--- config.mk ---
export PLATFORM = sky130hd
export DESIGN_NAME = bcd_stopwatch
export DESIGN_NICKNAME = d
export VERILOG_FILES = /design/src/rtl/bcd_stopwatch.sv
export SDC_FILE = /design/constraint.sdc
export NUM_CORES = 1
export LEC_CHECK = 0
export ABC_AREA = 1
export BUFFER_PORTS_ARGS = -buffer_cell sky130_fd_sc_hd__buf_2
export CAP_MARGIN = 20
export CORE_ASPECT_RATIO = 1.75
export CORE_UTILIZATION = 55
export CTS_CLUSTER_SIZE = 25
export DETAILED_ROUTE_END_ITERATION = 10
export PLACE_DENSITY = 0.81
export RECOVER_POWER = 100
export SKIP_LAST_GASP = 1
export SLEW_MARGIN = 20
export SYNTH_ARGS = -nofsm -noshare
export SYNTH_HDL_FRONTEND = slang
export SYNTH_SLANG_ARGS = --single-unit
export TNS_END_PERCENT = 30
--- constraint.sdc ---
create_clock -name clk -period 4.25 [get_ports clk]
set_input_delay 1.275 -clock clk [delete_from_list [all_inputs] [get_ports clk]]
set_output_delay 1.275 -clock clk [all_outputs]
set_load 0.01 [all_outputs]
--- src/rtl/bcd_stopwatch.sv ---
// Stopwatch core: tick prescaler, start/stop/clear FSM, saturating elapsed counter
// with lap freeze, and a free-running double-dabble converter driving per-digit BCD.
module bcd_stopwatch #(
    parameter int unsigned TICK_DIV  = 50000,
    parameter int unsigned CNT_W     = 20,
    parameter int unsigned DIGITS    = 6,
    parameter int unsigned MAX_COUNT = 999999
) (
    input  logic                clk,
    input  logic                reset,
    input  logic                start,
    input  logic                stop,
    input  logic                lap,
    input  logic                clear,
    output logic [4*DIGITS-1:0] bcd_out,
    output logic                bcd_valid,
    output logic                running,
    output logic                lap_active,
    output logic                overflow
);

    localparam int unsigned PW = $clog2(TICK_DIV);
    localparam int unsigned BW = 4 * DIGITS;
    localparam int unsigned SW = $clog2(CNT_W + 1);

    localparam logic [PW-1:0]    PRESC_LAST = PW'(TICK_DIV - 1);
    localparam logic [CNT_W-1:0] CNT_MAX    = CNT_W'(MAX_COUNT);
    localparam logic [SW-1:0]    STEP_LAST  = SW'(CNT_W);

    typedef enum logic [1:0] {
        S_IDLE,
        S_RUN,
        S_STOPPED
    } state_e;

    state_e           state_q, state_d;
    logic [PW-1:0]    presc_q, presc_d;
    logic [CNT_W-1:0] count_q, count_d;
    logic [CNT_W-1:0] snap_q, snap_d;
    logic             lap_q, lap_d;
    logic             ovf_q, ovf_d;
    logic             running_q;

    logic [SW-1:0]    step_q, step_d;
    logic [CNT_W-1:0] sh_q, sh_d;
    logic [BW-1:0]    acc_q, acc_d, adj;
    logic [BW-1:0]    bcd_q, bcd_d;
    logic             valid_q, valid_d;

    // Command decode with priority clear > stop > start > lap; the winner alone acts.
    always_comb begin
        state_d = state_q;
        presc_d = presc_q;
        count_d = count_q;
        snap_d  = snap_q;
        lap_d   = lap_q;
        ovf_d   = ovf_q;
        case (state_q)
            S_IDLE: begin
                if (clear) begin
                    presc_d = '0;
                    count_d = '0;
                    snap_d  = '0;
                    lap_d   = 1'b0;
                    ovf_d   = 1'b0;
                end else if (!stop && start) begin
                    state_d = S_RUN;
                end
            end
            S_RUN: begin
                if (stop && !clear) begin
                    state_d = S_STOPPED;
                end else begin
                    if (!clear && !start && lap) begin
                        if (lap_q) begin
                            lap_d = 1'b0;
                        end else begin
                            snap_d = count_q;
                            lap_d  = 1'b1;
                        end
                    end
                    // Saturate at MAX_COUNT: hold, flag overflow and pause.
                    if (presc_q == PRESC_LAST) begin
                        presc_d = '0;
                        if (count_q == CNT_MAX) begin
                            ovf_d   = 1'b1;
                            state_d = S_STOPPED;
                        end else begin
                            count_d = count_q + CNT_W'(1);
                        end
                    end else begin
                        presc_d = presc_q + PW'(1);
                    end
                end
            end
            S_STOPPED: begin
                if (clear) begin
                    state_d = S_IDLE;
                    presc_d = '0;
                    count_d = '0;
                    snap_d  = '0;
                    lap_d   = 1'b0;
                    ovf_d   = 1'b0;
                end else if (!stop && start) begin
                    state_d = S_RUN;
                end
            end
            default: state_d = S_IDLE;
        endcase
    end

    // Converter: one load cycle, then CNT_W add-3/shift cycles, MSB first.
    always_comb begin
        adj = acc_q;
        for (int unsigned i = 0; i < DIGITS; i++) begin
            if (acc_q[4*i +: 4] >= 4'd5) begin
                adj[4*i +: 4] = acc_q[4*i +: 4] + 4'd3;
            end
        end
        step_d  = step_q;
        sh_d    = sh_q;
        acc_d   = acc_q;
        bcd_d   = bcd_q;
        valid_d = 1'b0;
        if (step_q == '0) begin
            sh_d   = lap_q ? snap_q : count_q;
            acc_d  = '0;
            step_d = SW'(1);
        end else begin
            acc_d = BW'({adj, sh_q[CNT_W-1]});
            sh_d  = {sh_q[CNT_W-2:0], 1'b0};
            if (step_q == STEP_LAST) begin
                step_d  = '0;
                bcd_d   = acc_d;
                valid_d = 1'b1;
            end else begin
                step_d = step_q + SW'(1);
            end
        end
    end

    always_ff @(posedge clk) begin
        if (reset) begin
            state_q   <= S_IDLE;
            presc_q   <= '0;
            count_q   <= '0;
            snap_q    <= '0;
            lap_q     <= 1'b0;
            ovf_q     <= 1'b0;
            running_q <= 1'b0;
            step_q    <= '0;
            sh_q      <= '0;
            acc_q     <= '0;
            bcd_q     <= '0;
            valid_q   <= 1'b0;
        end else begin
            state_q   <= state_d;
            presc_q   <= presc_d;
            count_q   <= count_d;
            snap_q    <= snap_d;
            lap_q     <= lap_d;
            ovf_q     <= ovf_d;
            running_q <= (state_d == S_RUN);
            step_q    <= step_d;
            sh_q      <= sh_d;
            acc_q     <= acc_d;
            bcd_q     <= bcd_d;
            valid_q   <= valid_d;
        end
    end

    assign bcd_out    = bcd_q;
    assign bcd_valid  = valid_q;
    assign running    = running_q;
    assign lap_active = lap_q;
    assign overflow   = ovf_q;

endmodule
== Yosys cells after proc, flatten, opt, wreduce, memory -nomap -nowiden ==
Cells that the tools add are included.
Storage, ports and cells
  register bits after elaboration: 135
  bits in latches: 0
  bits in writable memories: 0
  bits in read-only memories: 0
  bits of input ports: 6
  output and inout bits: 28
  memories kept: 0
Operators by class
  add/subtract/negate cells: 9
  multipliers: 0
  div/mod/pow operators: 0
  magnitude comparators: 6
  eq/ne operators: 12
  shifts and indexed selects: 0
  mux-type cells: 39
  bitwise operators: 1
  reduce and logical (&&, ||, !) cells: 19
Operators with widths (count)
  $mux W20: 8
  $pmux W20 S2: 2
  $mux W16: 3
  $pmux W16 S2: 1
  $ge A4 B3 Y1 const B: 6
  $add A20 B1 Y20 const B: 1
  $add A4 B2 Y4 const B: 5
  $eq A20 B20 Y1 const B: 1
  $mux W4: 5
  $add A16 B1 Y16 const B: 1
  $eq A16 B16 Y1 const B: 1
  $mux W2: 6
  $mux W1: 10
  $ne A2 B2 Y1 const B: 5
  $reduce_and A5 Y1: 2
  $pmux W2 S3: 1
  $reduce_or A2 Y1: 3
  $add A5 B1 Y5 const B: 1
  $eq A5 B5 Y1 const B: 1
  $logic_not A5 Y1: 1
  $eq A2 B1 Y1 const B: 2
  $logic_and A1 B1 Y1: 4
  $pmux W1 S2: 2
  $reduce_and A4 Y1: 1
  11 further kinds: 13

== Depth between registers and ports, before layout ==
Gate-level depths: netlist of the first run.
  depth after elaboration: 6
  gate-level depth with buffers: 13
  mapped depth without buffers: 12

== Worst setup path before layout of the first run ==
OpenSTA, ideal clock, no wires.
  kind: input-to-reg
  start point: in stop
  end point: reg snap_q[0]
  setup time: 0.116 ns
  data arrival time: 2.136 ns
  setup slack: 1.998 ns
  stages on the path: 9
  cells stage by stage: inv_1 nor2_1 inv_2 nand2_2 inv_4 nand2_1 inv_2 buf_2 o211a_1
On the way
  longest elaborated chain between the ends: 3
Ends and longest elaborated chain
  start: declaration: line 12  | input logic stop,
  $logic_and A1 B1 Y1: line 71  | if (stop && !clear) begin
  $ne A2 B2 Y1 (no source line)
  $reduce_and A4 Y1 (no source line)
  end signal: assignment: line 160  | snap_q <= snap_d;
  end: declaration: line 39  | logic [CNT_W-1:0] snap_q, snap_d;
Every way passes these cells.
A chain may end at the register's enable or synchronous reset.

==> results of run 1 <==
-- state kept, by name, indices dropped and copies added (netlist names) --
name	cells
acc_q	24
bcd_out	24
bcd_valid	1
count_q	20
lap_active	1
overflow	1
presc_q	16
running	1
sh_q	20
snap_q	20
state_q	2
step_q	5
-- critical path: stages --
cell and delay [ns]:
clkbuf_1 0.27, or2_0 0.36, clkbuf_1 1.27, o22ai_1 0.18
-- per-stage QoR --
step / setup WS [ns] / utilization (%) / power (mW) / hold slack (ns)
after floorplan: 2.00 / - / 1.54 / 0.416
after global placement: 1.45 / 58.6 / 1.57 / 0.433
after detailed placement: 1.35 / 58.6 / 1.58 / 0.436
after CTS: 1.77 / 63.8 / 3.00 / 0.439
after global routing: 0.884 / 63.3 / 3.07 / 0.449
final: 1.08 / 63.3 / 2.97 / 0.438
-- Yosys cell counts, drive strengths merged --
master,n,share of area [%]
a211oi,1,0.12
a21oi,49,4.0
a31o,1,0.14
and2,1,0.098
and3,1,0.098
buf,21,2.1
clkbuf,15,0.92
clkinv,1,0.059
dfxtp,135,42
ha,16,3.1
inv,113,6.8
mux2i,12,1.9
nand2,176,11
nand3,27,2.5
nand4,5,0.59
nor2,119,7.2
nor3,12,1.0
nor3b,3,0.35
nor4,1,0.098
o211a,20,3.1
o211ai,12,1.4
o21ai,64,5.0
o21bai,1,0.12
o22ai,19,1.9
o31ai,1,0.12
or2,9,0.88
xnor2,4,0.55
xor2,23,3.1
-- layout by cell type (no fill, tap or decap), types with 5 or more instances in the layout --
master and n:
dfxtp_1 135, clkbuf_1 35, xor2_1 23, nor2_1 115, clkbuf_8 6, o211ai_1 12, o211a_1 20, clkbuf_16 17
o22ai_1 19, a21oi_1 48, o21ai_0 60, mux2i_1 12, or2_2 7, inv_1 104, inv_2 5, nand3_1 24
nor3_1 10, ha_1 16, nand2_1 172
-- power breakdown --
part	total (mW)	switching, mW	internal [mW]
logic	0.224	0.161	0.0627
registers	1.33	0.0218	1.30
clock network	1.42	0.519	0.897
-- layer usage --
| metal | part of all wire [%] | wire [um] |
|---|---|---|
| met1 | 40 | 5420 |
| met2 | 53 | 7290 |
| met3 | 3.7 | 503 |
| met4 | 3.6 | 494 |
| met5 | 0 | 0 |
-- worst min path at each step --
stage                   from        to  slack (ns)  cells past startpoint
finish              sh_q[17]  sh_q[18]        0.44                      2
global route        sh_q[17]  sh_q[18]        0.45                      2
CTS                 sh_q[17]  sh_q[18]        0.44                      2
detailed placement  sh_q[19]  acc_q[0]        0.44                      2
global placement     sh_q[4]   sh_q[5]        0.43                      2
floorplan           sh_q[19]  acc_q[0]        0.42                      2
-- layout make-up --
cell class | count | area, um^2
Timing Repair Buffer | 38 | 155
Multi-Input combinational cell | 577 | 3060
Sequential cell | 135 | 2700
Clock inverter | 6 | 63.8
Tap cell | 132 | 165
Inverter | 114 | 437
Fill cell | 989 | 4130
Clock buffer | 26 | 519
-- cells by family after synthesis --
kind of cell,count (synthesis),synth area share (%)
AND/OR/NAND/NOR,354,23.4
multiplexers,12,1.88
buffers and inverters,150,9.86
AO/OA/AOI/OAI,168,15.8
flip-flops,135,42.2
adder cells (fa/ha/maj),16,3.13
XOR/XNOR,27,3.70
==> impl_metrics.ini, run 1 <==
[outcome]
outcome = finished with violations
violations = capacitance limit, slew limit

[clocking]
clk_latency_ns = 0.41
cts_tree = built
cts.repair.resized = 0
clk_pin_slew_ns = 0.06
cts_root_buffer = clkbuf_16
clock_sinks = 135
clockBufferDepth = 2
numCtsBuffers = 17
cts.htree.levels = 4
cts_setup_buffers = 0
hold_buffers = 0

[critical_path]
worst_setup_path_end_kind = flop
cp-startpoint = reset
worstRegToRegCells = 7
critical_path.endpoint = sh_q[4]
crit-reg2reg-launch = step_q[0]
cp_data_required_time_ns = 4.46
r2r_slack_ns = 1.35
cp_max_fo = 39
cp.arrival_ns = 3.37
timing.rr.end = sh_q[4]
start_kind = input pin
critical_path_class = input pin to flop

[final_layout]
instances_no_fill = 1028
drive_gt1_share_pct = 7.37
num_antenna_cells = 0
synthToLayoutAreaGrowth_pct = 11.0
stdcell_area_um2 = 7100
nets = 905

[flow_run]
maxCapViolCount = 1

[global_route]
grt-busiest-layer = met2
use_met3_pct = 4.88
grt.overflow.total = 0
grt_max_degree = 49
grt_util_met1_pct = 24.3
grt_antenna_before_repair = 0
grtUsageTotal_pct = 24.2
grt_pass1_wl_um = 23500
grt_pass1_vias = 5351
grt_use_met2_pct = 46.2

[power]
powerDensity_nw_per_um2 = 417
p_leak_nw = 2.84
vdd_drop_max_uv = 354

[place]
hpwl_um = 9320
routabilityCongestion = 0.978
placed_area_um2 = 6580
placedCellCount = 996
port_buffers = 33

[timing]
clock_skew_ns = 0.00838
max_freq_ghz = 0.316
slew_headroom_pct = -13.7
max_slew.worst_pin.slew_ns = 1.71
slew_viol_final = 40
min_period_ns = 3.17
setup_viol = 0
tns_ns = 0
post-route-period-util_pct = 74.5
hold_viol = 0
rsz0062_at_grt = no

[synthesis]
syn_nets = 884
ys_types = 44
synthesis.instances = 862
synth.avg_cell_area_um2 = 7.42
ys_ff_latch = 135
synthesis.area_um2 = 6400
yosys_warnings = 0
ys_seq_area_share_pct = 42.2

[floorplanning]
ioPinCount = 34
die-area_um2 = 12100
die_w_um = 83.5
die_y_um = 145
core_region_area_um2 = 11200
num_rows = 51
initial_core_util_pct = 57.0

[route]
dr_total_vias = 5516
drt_first_pass_iters = 5
drc = 0
drt-wirelength-per-cell_um = 13.3
antenna_left = 0
viasPerCell = 5.37
routed_wl_um = 13700
drt_iter0_drc = 280

[min_path]
hp-class = flop to flop
Note: power is estimated with default switching activity, not from simulation.
==> inputs of run 2 (changes only) <==
- clock period: 4.25 -> 3.15 ns (I/O delays scaled with it)
==> run 2 against run 1 <==
Against the previous run: the flow now finishes without violations; setup slack worse by 0.40 ns; total power up 51%; sequential power up 35%; combinational power up 35%; sequential share of layout area down 0.69 points; hold slack better by 0.0021 ns; highest routed layer unchanged; critical endpoint is now snap_q[13].
==> impl_metrics.ini, run 2 (same netlist as run 1, synthesis figures left out) <==
[power]
finalPower_mw = 4.49
vdd_drop_max_uv = 593
powerDensity_nw_per_um2 = 621
p_leak_nw = 2.93

[final_layout]
synthToLayoutAreaGrowth_pct = 13.1
num_antenna_cells = 0
layout_commonest_cell = nand2_1
drive_gt1_share_pct = 8.04
layout_common_cells = 173 x nand2_1, 135 x dfxtp_1, 116 x nor2_1
utilization_pct = 64.4
nets = 905
nFillCells = 981

[clocking]
hold_buffers = 0
clock_sinks = 135
cts.repair.resized = 0
clk_latency_ns = 0.42
cts_tree = built
clockBufferDepth = 2
cts_setup_buffers = 0
clk_pin_slew_ns = 0.05
cts_root_buffer = clkbuf_16
cts.htree.levels = 4
numCtsBuffers = 17

[route]
drt-wirelength-per-cell_um = 13.4
drt_iter0_drc = 292
dr_total_vias = 5557
drt_first_pass_iters = 5
antenna_left = 0
viasPerCell = 5.41
routed_wl_um = 13700
drc = 0

[floorplanning]
core_region_area_um2 = 11200
ioPinCount = 34
num_rows = 51
die_y_um = 145
die_w_um = 83.5
initial_core_util_pct = 57.0
die-area_um2 = 12100

[timing]
rsz0062_at_grt = no
max_freq_ghz = 0.406
post-route-period-util_pct = 78.2
setup_viol = 0
min_period_ns = 2.46
hold_ws_ns = 0.440
clock_skew_ns = 0.00673
hold_viol = 0
tns_ns = 0
fin_ws_ns = 0.687
max_slew.worst_pin.slew_ns = 0.837
slew_viol_final = 0
slew_headroom_pct = 44.2

[global_route]
grt_antenna_before_repair = 0
grt_pass1_wl_um = 23800
grt_pass1_vias = 5468
grtUsageTotal_pct = 24.3
grt_max_degree = 50
grt.overflow.total = 0

[critical_path]
cp_data_required_time_ns = 3.46
cp.arrival_ns = 2.77
cp_max_fo = 40
start_kind = flop
critical_path_class = flop to flop
worst_setup_path_end_kind = flop

[outcome]
outcome = completed

[place]
dp_slack_ns = 0.570
routabilityCongestion = 0.968
port_buffers = 33
hpwl_um = 9360

[min_path]
hp-class = flop to flop

[flow_run]
maxCapViolCount = 0
run 2: final timing paths:
check	slack [ns]	startpoint	endpoint	cells after the start
min	0.44	sh_q[19]	acc_q[0]	2
max	0.69	state_q[0]	snap_q[13]	9
max reg2reg	0.69	state_q[0]	snap_q[13]	9
min reg2reg	0.44	sh_q[19]	acc_q[0]	2
run 2: report_power, final:
| part | switching, mW | total (mW) | leakage [nW] | internal (mW) |
|---|---|---|---|---|
| clock network | 0.740 | 2.40 | 0.350 | 1.66 |
| registers | 0.0304 | 1.79 | 1.09 | 1.76 |
| logic | 0.217 | 0.302 | 1.49 | 0.0854 |
run 2: final cells by class:
type | count | area, um^2 | area share [%]
Multi-Input combinational cell | 577 | 3050 | 42.2
Sequential cell | 135 | 2700 | 37.4
Clock buffer | 18 | 439 | 6.07
Inverter | 114 | 438 | 6.05
Clock inverter | 14 | 277 | 3.82
Tap cell | 132 | 165 | 2.28
Timing Repair Buffer | 38 | 164 | 2.27
run 2: stage by stage:
| step | cells | area (um^2) |
|---|---|---|
| final | 1028 | 7240 |
| after global routing | 1028 | 7240 |
| after CTS | 1028 | 7290 |
| after detailed placement | 996 | 6580 |
| after global placement | 996 | 6580 |
| after floorplan | 862 | 6400 |
run 2: metal layers:
metal,routed length (um),vias to the layer above,track usage (%),part of all wire [%]
li1,-,2828,-,-
met1,5440,2572,23.6,40
met2,7380,118,48.0,54
met3,433,39,4.65,3.2
met4,473,0,13.1,3.4
met5,0,-,0,0
run 2: worst max-delay path, stage by stage (launching register included):
cell and delay [ns]:
dfxtp_1 0.43, inv_6 0.26, nand2_1 0.10, nand2_1 0.08
nand2_1 0.28, inv_4 0.23, nand2_1 0.13, inv_2 0.45
o21ai_0 0.22, o211a_1 0.16
==> inputs of run 3 (changes only) <==
- PLACE_DENSITY: 0.81 -> 0.84
- clock period: 3.15 -> 2.1 ns (I/O delays scaled with it)
==> run 3 against run 2 <==
Against the previous run: clock skew rose by 0.0069 ns; cell area shrank 0.50%; setup slack worse by 0.59 ns; combinational power is 63% higher; register-to-register slack lost 0.59 ns; clock-buffer cell count up 7; flip-flop and latch count did not move; total power increased by 34%; global-route usage rose by 0.16 points; critical path type unchanged; largest cell class unchanged.
==> impl_metrics.ini, run 3 (same netlist as run 1, synthesis figures left out) <==
[global_route]
grt.overflow.total = 0
grt_pass1_wl_um = 23500
grtUsageTotal_pct = 24.5
grt_pass1_vias = 5357
grt_antenna_before_repair = 0
grt_max_degree = 41

[power]
p_comb_share_pct = 8.2
vdd_drop_max_uv = 881
clkPwrFrac_pct = 47.1
finalPower_mw = 6.00
sw_frac_of_total_pct = 24.4
seq_power_share_pct = 44.7
powerDensity_nw_per_um2 = 833
p_leak_nw = 2.92
power_switching_mw = 1.46
p_int_mw = 4.54

[floorplanning]
die_y_um = 145
ioPinCount = 34
num_rows = 51
core_region_area_um2 = 11200
die_w_um = 83.5
die-area_um2 = 12100
initial_core_util_pct = 57.0

[clocking]
clockBufferDepth = 2
cts.htree.levels = 4
numCtsBuffers = 17
clk_latency_ns = 0.42
cts_setup_buffers = 0
cts_root_buffer = clkbuf_16
clk_pin_slew_ns = 0.06
cts_tree = built
clock_sinks = 135

[min_path]
hold_depth = 2
hp-class = flop to flop

[place]
routabilityCongestion = 0.971
hpwl_um = 9700
port_buffers = 33

[critical_path]
start_kind = flop
worst_setup_path_end_kind = flop
critical_path_class = flop to flop
cp_data_required_time_ns = 2.44
cp.arrival_ns = 2.34
worstRegToRegCells = 11
cp_max_fo = 15

[final_layout]
nets = 920
synthToLayoutAreaGrowth_pct = 12.5
layout_commonest_cell = nand2_1
drive_gt1_share_pct = 9.33
layout_common_cells = 171 x nand2_1, 135 x dfxtp_1, 115 x nor2_1
utilization_pct = 64.1
num_antenna_cells = 0

[timing]
hold_ws_ns = 0.445
post-route-period-util_pct = 95.4
tns_ns = 0
slew_viol_final = 0
hold_viol = 0
max_freq_ghz = 0.499
slew_headroom_pct = 50.0
rsz0062_at_grt = no
clock_skew_ns = 0.0136
max_slew.worst_pin.slew_ns = 0.750
min_period_ns = 2.00
setup_viol = 0

[route]
routed_wl_um = 14100
drt-wirelength-per-cell_um = 13.6
drt_iter0_drc = 288
drt_first_pass_iters = 5
antenna_left = 0
viasPerCell = 5.38
drc = 0
dr_total_vias = 5612

[flow_run]
maxCapViolCount = 0

[outcome]
outcome = completed
-- run 3: routing by layer --
layer / part of all wire, % / wire (um) / vias up / track usage, %
li1: - / - / 2854 / -
met3: 4.2 / 595 / 58 / 5.90
met4: 4.6 / 656 / 0 / 16.3
met2: 52 / 7400 / 164 / 45.3
met5: 0 / 0 / - / 0
met1: 39 / 5490 / 2536 / 24.2
-- run 3: per-stage QoR --
step	instances	setup WS [ns]	instance area, um^2
4_1_cts	1042	0.0613	7250
2_1_floorplan	862	0.493	6400
3_5_place_dp	1010	0.0590	6680
5_1_grt	1043	0.00770	7200
3_3_place_gp	1010	0.137	6680
6_report	1043	0.0972	7200
-- run 3: power by group through the flow --
stage,clock [mW],sequential [mW],combinational (mW)
floorplan,0,2.73,0.391
global placement,0,2.73,0.491
detailed placement,0,2.73,0.503
CTS,2.86,2.68,0.506
global route,2.99,2.69,0.552
finish,2.83,2.68,0.491
-- run 3: worst paths after layout --
path | startpoint | to | slack [ns]
worst max-delay path | presc_q[0] | count_q[6] | 0.1
worst min-delay path | sh_q[16] | sh_q[17] | 0.44
worst max register to register | presc_q[0] | count_q[6] | 0.1
worst min register to register | sh_q[16] | sh_q[17] | 0.44
-- run 3: area by class of cell --
class,count,area (um^2)
fill,963,4030
multi-input combinational,578,3070
sequential,135,2700
clock buffer,25,495
inverter,114,440
timing repair buffer,52,254
tap,132,165
clock inverter,7,68.8
-- run 3: worst max-delay path, cell delays in order (launching register included) --
cell     delay, ns
dfxtp_1       0.38
ha_1          0.18
nand2_1       0.07
nor2_2        0.15
inv_1         0.08
nor2_1        0.15
nand2_1       0.09
nand2_1       0.18
nand3_4       0.22
inv_6         0.18
nand2_1       0.06
a21oi_1       0.18
-- run 3: what timing repair did --
action,4_1_cts,5_1_grt
endpoints found under the setup margin,0,13
hold buffers,0,0
gates resized for setup,0,1
